--- config.mk ---
export PLATFORM = sky130hd
export DESIGN_NAME = ef_sha256_apb_msgq_flat
export DESIGN_NICKNAME = d
export VERILOG_FILES = /design/src/rtl/ef_sha256_msgq_pkg.sv /design/src/rtl/ef_sha256_apb_msgq_if.sv /design/src/rtl/ef_sha256_msgq_fifo.sv /design/src/rtl/ef_sha256_apb_msgq.sv /design/src/flat_wrapper.sv
export SDC_FILE = /design/constraint.sdc
export NUM_CORES = 2
export LEC_CHECK = 0
export CORE_ASPECT_RATIO = 0.6
export CORE_MARGIN = 2
export CORE_UTILIZATION = 50
export DETAILED_ROUTE_END_ITERATION = 10
export PLACE_DENSITY = 0.81
export SLEW_MARGIN = 40
export SYNTH_ARGS = -nofsm -noshare
export SYNTH_HDL_FRONTEND = slang
export SYNTH_SLANG_ARGS = --single-unit
--- constraint.sdc ---
create_clock -name PCLK -period 3.4 [get_ports PCLK]
set_input_delay 0.68 -clock PCLK [delete_from_list [all_inputs] [get_ports PCLK]]
set_output_delay 0.68 -clock PCLK [all_outputs]
set_load 0.005 [all_outputs]
--- src/rtl/ef_sha256_msgq_pkg.sv ---
// ef_sha256_msgq_pkg: register offsets, IRQ bit indices, FSM states and block size
// for the SHA-256 APB message-queue front-end.
package ef_sha256_msgq_pkg;
   localparam logic [15:0] A_DATA   = 16'h0000;
   localparam logic [15:0] A_CTRL   = 16'h0004;
   localparam logic [15:0] A_STATUS = 16'h0008;
   localparam logic [15:0] A_BLKCNT = 16'h000C;
   localparam logic [15:0] A_DIGEST = 16'h0010;
   localparam logic [15:0] A_DIGEND = 16'h0030;
   localparam logic [15:0] A_IM     = 16'hFF00;
   localparam logic [15:0] A_MIS    = 16'hFF04;
   localparam logic [15:0] A_RIS    = 16'hFF08;
   localparam logic [15:0] A_IC     = 16'hFF0C;
   localparam int IRQ_DONE  = 0;
   localparam int IRQ_OVF   = 1;
   localparam int BLK_WORDS = 16;
   typedef enum logic [1:0] {IDLE, LOAD, START, WAIT} state_e;
endpackage

--- src/rtl/ef_sha256_apb_msgq_if.sv ---
// ef_sha256_apb_msgq_if: APB3 bus bundle between the fabric (master) and the
// message-queue front-end (slave).
interface ef_sha256_apb_msgq_if;
   logic [15:0] PADDR;
   logic        PSEL;
   logic        PENABLE;
   logic        PWRITE;
   logic [31:0] PWDATA;
   logic [31:0] PRDATA;
   logic        PREADY;
   modport master (output PADDR, PSEL, PENABLE, PWRITE, PWDATA, input PRDATA, PREADY);
   modport slave (input PADDR, PSEL, PENABLE, PWRITE, PWDATA, output PRDATA, PREADY);
endinterface

--- src/rtl/ef_sha256_msgq_fifo.sv ---
// ef_sha256_msgq_fifo: synchronous first-word-fall-through FIFO with level output
// and a synchronous flush; callers guarantee no push when full / pop when empty.
module ef_sha256_msgq_fifo #(
   parameter int DEPTH = 32,
   parameter int WIDTH = 32
) (
   input  logic                   clk,
   input  logic                   rst_n,
   input  logic                   push,
   input  logic                   pop,
   input  logic                   flush,
   input  logic [WIDTH-1:0]       wdata,
   output logic [WIDTH-1:0]       rdata,
   output logic                   full,
   output logic                   empty,
   output logic [$clog2(DEPTH):0] level
);
   localparam int AW = $clog2(DEPTH);
   logic [WIDTH-1:0] mem_q [DEPTH];
   logic [AW-1:0]    wr_q, rd_q;
   logic [AW:0]      lvl_q;
   always_ff @(posedge clk)
      if (push) mem_q[wr_q] <= wdata;
   always_ff @(posedge clk or negedge rst_n)
      if (!rst_n) begin
         wr_q  <= '0;
         rd_q  <= '0;
         lvl_q <= '0;
      end else if (flush) begin
         wr_q  <= '0;
         rd_q  <= '0;
         lvl_q <= '0;
      end else begin
         if (push) wr_q <= wr_q + 1'b1;
         if (pop) rd_q <= rd_q + 1'b1;
         lvl_q <= lvl_q + (AW+1)'(push) - (AW+1)'(pop);
      end
   assign rdata = mem_q[rd_q];
   assign full  = lvl_q == (AW+1)'(DEPTH);
   assign empty = lvl_q == '0;
   assign level = lvl_q;
endmodule

--- src/rtl/ef_sha256_apb_msgq.sv ---
// ef_sha256_apb_msgq: APB message-word FIFO feeding sha256_core 512-bit blocks,
// digest capture and maskable DONE/OVF interrupts. Option: EF_SHA256_MSGQ_BLKCNT_EN.
module ef_sha256_apb_msgq
   import ef_sha256_msgq_pkg::*;
#(
   parameter int FIFO_DEPTH = 32,
   parameter int LVL_W      = $clog2(FIFO_DEPTH) + 1
) (
   input  logic                  PCLK,
   input  logic                  PRESETn,
   ef_sha256_apb_msgq_if.slave   apb,
   output logic                  IRQ,
   output logic [511:0]          core_block,
   output logic                  core_init,
   output logic                  core_start,
   input  logic                  core_ready,
   input  logic                  core_digest_valid,
   input  logic [255:0]          core_digest
);
   state_e           state_q, state_d;
   logic [3:0]       cnt_q;
   logic [511:0]     blk_q;
   logic [255:0]     dig_q;
   logic             init_q, dv_q;
   logic [1:0]       im_q, ris_q, ris_set;
   logic [31:0]      rd, fifo_rdata, blkcnt_q;
   logic [LVL_W-1:0] level;
   logic [15:0]      addr;
   logic [2:0]       di;
   logic             full, empty, wr, data_wr, ctrl_wr, push, pop, flush;
   logic             unused_ok;
   assign addr    = {apb.PADDR[15:2], 2'b00};
   assign wr      = apb.PSEL & apb.PENABLE & apb.PWRITE;
   assign data_wr = wr && addr == A_DATA;
   assign ctrl_wr = wr && addr == A_CTRL;
   assign push    = data_wr & ~full;
   assign pop     = state_q == LOAD;
   assign flush   = ctrl_wr && apb.PWDATA[1] && state_q == IDLE;
   assign unused_ok = &{1'b0, apb.PADDR[1:0], apb.PWDATA[31:2]};
   ef_sha256_msgq_fifo #(.DEPTH(FIFO_DEPTH), .WIDTH(32)) u_fifo (
      .clk(PCLK), .rst_n(PRESETn), .push(push), .pop(pop), .flush(flush),
      .wdata(apb.PWDATA), .rdata(fifo_rdata), .full(full), .empty(empty), .level(level)
   );
   always_comb begin
      state_d    = state_q;
      core_start = 1'b0;
      core_init  = 1'b0;
      case (state_q)
         IDLE:    if (level >= LVL_W'(BLK_WORDS) && core_ready) state_d = LOAD;
         LOAD:    if (cnt_q == 4'hF) state_d = START;
         START: begin
            state_d    = WAIT;
            core_start = 1'b1;
            core_init  = init_q;
         end
         default: if (core_digest_valid) state_d = IDLE;
      endcase
   end
   always_comb begin
      ris_set           = '0;
      ris_set[IRQ_DONE] = state_q == WAIT && core_digest_valid;
      ris_set[IRQ_OVF]  = data_wr & full;
   end
   always_ff @(posedge PCLK or negedge PRESETn)
      if (!PRESETn) begin
         state_q <= IDLE;
         cnt_q   <= '0;
         blk_q   <= '0;
         dig_q   <= '0;
         init_q  <= 1'b0;
         dv_q    <= 1'b0;
         im_q    <= '0;
         ris_q   <= '0;
      end else begin
         state_q <= state_d;
         cnt_q   <= pop ? cnt_q + 4'd1 : 4'd0;
         if (pop) blk_q <= {blk_q[479:0], fifo_rdata};
         if (state_q == START) init_q <= 1'b0;
         else if (ctrl_wr) init_q <= apb.PWDATA[0];
         if (state_q == START) dv_q <= 1'b0;
         else if (ris_set[IRQ_DONE]) begin
            dv_q  <= 1'b1;
            dig_q <= core_digest;
         end
         if (wr && addr == A_IM) im_q <= apb.PWDATA[1:0];
         ris_q <= (ris_q & ~((wr && addr == A_IC) ? apb.PWDATA[1:0] : 2'b00)) | ris_set;
      end
`ifdef EF_SHA256_MSGQ_BLKCNT_EN
   always_ff @(posedge PCLK or negedge PRESETn)
      if (!PRESETn) blkcnt_q <= '0;
      else if (ctrl_wr && apb.PWDATA[0]) blkcnt_q <= '0;
      else if (core_start) blkcnt_q <= blkcnt_q + 32'd1;
`else
   assign blkcnt_q = '0;
`endif
   // DIGEST0 (H0) sits in the top word of the captured digest
   assign di = 3'(addr[5:2] - 4'd4);
   always_comb begin
      rd = '0;
      case (addr)
         A_CTRL:   rd = {31'd0, init_q};
         A_STATUS: rd = 32'(level) | {12'd0, dv_q, state_q != IDLE, full, empty, 16'd0};
         A_BLKCNT: rd = blkcnt_q;
         A_IM:     rd = {30'd0, im_q};
         A_MIS:    rd = {30'd0, ris_q & im_q};
         A_RIS:    rd = {30'd0, ris_q};
         default:  rd = (addr >= A_DIGEST && addr < A_DIGEND) ? dig_q[{~di, 5'd0} +: 32] : '0;
      endcase
   end
   assign apb.PRDATA = (apb.PSEL & apb.PENABLE & ~apb.PWRITE) ? rd : '0;
   assign apb.PREADY = 1'b1;
   assign IRQ        = |(ris_q & im_q);
   assign core_block = blk_q;
endmodule

--- src/flat_wrapper.sv ---
// flat-port wrapper written by rule: the top's interface ports become plain ports
module ef_sha256_apb_msgq_flat import ef_sha256_msgq_pkg::*;
#(
   parameter int FIFO_DEPTH = 32,
   parameter int LVL_W      = $clog2(FIFO_DEPTH) + 1
)
  (PCLK, PRESETn, IRQ, core_block, core_init, core_start, core_ready, core_digest_valid, core_digest, apb_PADDR, apb_PSEL, apb_PENABLE, apb_PWRITE, apb_PWDATA, apb_PRDATA, apb_PREADY);
  ef_sha256_apb_msgq_if apb_i ();
  input  logic PCLK;
  input  logic PRESETn;
  output logic IRQ;
  output logic [511:0] core_block;
  output logic core_init;
  output logic core_start;
  input  logic core_ready;
  input  logic core_digest_valid;
  input  logic [255:0] core_digest;
  input wire logic [$bits(apb_i.PADDR)-1:0] apb_PADDR;
  input wire logic [$bits(apb_i.PSEL)-1:0] apb_PSEL;
  input wire logic [$bits(apb_i.PENABLE)-1:0] apb_PENABLE;
  input wire logic [$bits(apb_i.PWRITE)-1:0] apb_PWRITE;
  input wire logic [$bits(apb_i.PWDATA)-1:0] apb_PWDATA;
  output wire logic [$bits(apb_i.PRDATA)-1:0] apb_PRDATA;
  output wire logic [$bits(apb_i.PREADY)-1:0] apb_PREADY;
  assign apb_i.PADDR = apb_PADDR;
  assign apb_i.PSEL = apb_PSEL;
  assign apb_i.PENABLE = apb_PENABLE;
  assign apb_i.PWRITE = apb_PWRITE;
  assign apb_i.PWDATA = apb_PWDATA;
  assign apb_PRDATA = apb_i.PRDATA;
  assign apb_PREADY = apb_i.PREADY;
  ef_sha256_apb_msgq #(.FIFO_DEPTH(FIFO_DEPTH), .LVL_W(LVL_W)) u_core (.PCLK(PCLK), .PRESETn(PRESETn), .apb(apb_i), .IRQ(IRQ), .core_block(core_block), .core_init(core_init), .core_start(core_start), .core_ready(core_ready), .core_digest_valid(core_digest_valid), .core_digest(core_digest));
endmodule
==> run summary <==
DRT Pass-1 Iters -> 11
Max-Cap Viols -> 0
Root Driver -> clkbuf_16
Mapped Nets -> 4,312
unrepaired setup endpoints after global routing -> yes
Worst Clk Skew -> 0.03042 ns
vias in the first global route -> 42,619
Post-Syn Area -> 71,790 um^2
status -> complete, but fails checks
commonest non-fill, non-tap cells in the layout -> edfxtp_1 (1,024), mux2_2 (929), clkdlybuf4s50_1 (806)
Routed WL -> 217,500 um
Port Buffer Count -> 855
Synth area leader -> edfxtp_1
placed insts -> 6,763
core area -> 142,200 um^2
H-tree level count -> 4
Worst Path Arrival -> 2.74 ns
post-synthesis cell count -> 3,979
Worst-Skew Late Latency -> 0.81 ns
DRC violation total after the first TritonRoute iteration -> 6,004
largest net degree at the start of global routing -> 165
Slew @ Worst Pin -> 0.8685 ns
TritonCTS buffer count -> 160
area delta synth->final -> 26.23%
Residual DRC -> 52
DR vias/cell -> 6.068
initial antenna violation count -> 73
DIE WIDTH -> 493.2 um
CTS Buffer Depth -> 3
Yosys reg bits -> 1,820
Synth warnings -> 0
Starting Density -> 50.50%
Max Freq -> 0.2922 GHz
I/O Pins -> 859
Tot Pwr -> 78.82 mW
Crit Path Max Fanout -> 4
first-pass GRT wire length -> 309,600 um
normalized max-slew margin -> 42.10%
post-synth cell types -> 59
Startpoint Class -> input port
drt wl/cell -> 30.63 um
part of the cycle the worst path needs -> 100.7%
final cell count without fillers -> 7,100
GRT Total Usage -> 29.26%
HPWL Detailed -> 152,200 um
Yosys top cell area share -> 42.83%
EDFF count, synth -> 1,024
CP Capture Type -> output port
minimum clock period -> 3.423 ns
CTS tree -> done
largest cells by area after synthesis -> edfxtp_1 (43%), dfrtp_1 (28%), mux2_2 (15%)
syn_area_per_cell -> 18.04 um^2
power density over the cells -> 869.7 nW/um^2
worst slack, placed -> -0.8191 ns
die area -> 146,700 um^2
placer congestion estimate -> 0.9285
HP Class -> in -> async
most common cell after layout, fill and taps aside -> edfxtp_1
failing checks -> DRC, setup timing
Peak supply drop -> 0.7900 mV
Die Y -> 297.5 um
Worst-path clk slew -> 0.06 ns
WS Path Type -> in -> out
Final ANT Viol Nets -> 0
routed vias -> 43,081
Final WS setup -> -0.02255 ns
Final nets -> 5,358
Seq/Total Area, Yosys -> 70.58%
Final Hold Viols -> 0
Post-synth ARST share -> 43.74%
Final setup viols -> 1
Final Max Slew Viols -> 0
Worst EP required -> 2.72 ns
row cnt -> 107
clock sinks -> 1,820
layout cells sized above 1 -> 33.70%
Main synth FF type -> edfxtp_1
Leak Pwr -> 32.68 nW
gr ovfl total -> 0
==> worst paths after layout <==
check / from / endpoint / slack [ns] / cells past startpoint
max: apb_PADDR[8] / apb_PRDATA[1] / -0.02 / 7
min: PRESETn / u_core.dig_q[93] / 0.38 / 2
max reg2reg: u_core.u_fifo.level[2] / u_core.u_fifo.level[4] / 0.18 / 15
min reg2reg: u_core.cnt_q[0] / u_core.cnt_q[0] / 0.46 / 1
max in group asynchronous: PRESETn / u_core.u_fifo.rd_q[3] / 1.85 / 3
min in group PCLK: apb_PWDATA[0] / u_core.u_fifo.mem_q[13][0] / 0.43 / 1
==> layer usage <==
layer / up-vias / global-route usage [%] / share of wire, %
met5: - / 0 / 0.14
met4: 48 / 10.18 / 3.3
met3: 396 / 11.31 / 14
met2: 2703 / 42.57 / 45
met1: 22345 / 40.30 / 38
li1: 17589 / - / -
==> repair_timing <==
item                                   in CTS  in global routing
gates cloned                                2                  0
endpoints found under the hold margin      34                  0
gates resized for setup                   116                 33
pin swaps                                   8                  3
setup endpoints to repair                  32                 27
hold buffers                                1                  0
buffers inserted                            2                  0
==> worst max-delay path, stage by stage <==
cell	delay, ns
buf_6	0.09
or4_4	0.55
or4_4	0.53
or2_4	0.33
a2bb2oi_2	0.16
a31oi_2	0.23
buf_2	0.16
==> kinds of logic (layout without fill, tap and decap cells) <==
| kind of cell | after synthesis | after routing | share of synthesized area [%] |
|---|---|---|---|
| flip-flops | 1820 | 1820 | 70.58 |
| multiplexers | 1220 | 1220 | 21.97 |
| AO/OA/AOI/OAI | 363 | 363 | 3.513 |
| AND/OR/NAND/NOR | 279 | 279 | 1.922 |
| buffers and inverters | 261 | 1442 | 1.457 |
| adder cells (fa/ha/maj) | 22 | 22 | 0.3939 |
| XOR/XNOR | 13 | 13 | 0.1586 |
| other | 1 | 34 | 0.005223 |
==> synth_stat cells (all sizes together) (7+ instances only) <==
master and n:
edfxtp 1024, mux2 929, dfrtp 796, mux4 192, clkbuf 184, nor2 112, mux2i 99, o21ai 76
o211ai 63, buf 60, o221ai 56, a21oi 52, nand2 49, o22ai 40, nand2b 35, nor2b 31
a221o 23, a32oi 23, ha 21, inv 17, a31oi 10, a221oi 9, nand3 9, xnor2 8
and2 7, nand3b 7
==> through the flow <==
stage	instance area (um^2)	hold slack (ns)	util [%]	TNS, ns
after floorplan	71950	0.3844	-	-145.04
after global placement	85170	0.4478	59.90	-258.39
after detailed placement	85190	0.4511	59.92	-262.48
after CTS	90530	0.3686	63.67	0
after global routing	90600	0.3994	63.72	-0.02842
final	90630	0.3841	63.74	-0.02255
==> state kept, by name, indices dropped and copies added (netlist names) <==
register / flops
u_core.u_fifo.level: 6
u_core.state_q: 2
u_core.u_fifo.mem_q: 1024
u_core.dig_q: 256
u_core.init_q: 1
u_core.core_block: 512
u_core.im_q: 2
u_core.dv_q: 1
u_core.u_fifo.rd_q: 5
u_core.u_fifo.wr_q: 5
u_core.ris_q: 2
u_core.cnt_q: 4
==> where the power goes <==
| group | total (mW) | switching, mW | internal, mW |
|---|---|---|---|
| Clock | 18.3 | 8.38 | 9.96 |
| Combinational | 28.3 | 12.8 | 15.5 |
| Sequential | 32.2 | 4.19 | 28.0 |
==> final cells by class <==
type | instances | area [um^2]
inverter | 17 | 63.81
clock inverter | 72 | 782.0
fill | 9678 | 51550
antenna | 33 | 82.58
tap | 1907 | 2386
sequential | 1820 | 50680
clock buffer | 225 | 4453
multi-input combinational | 1898 | 20440
timing repair buffer | 1128 | 11740
Note: power is estimated with default switching activity, not from simulation.
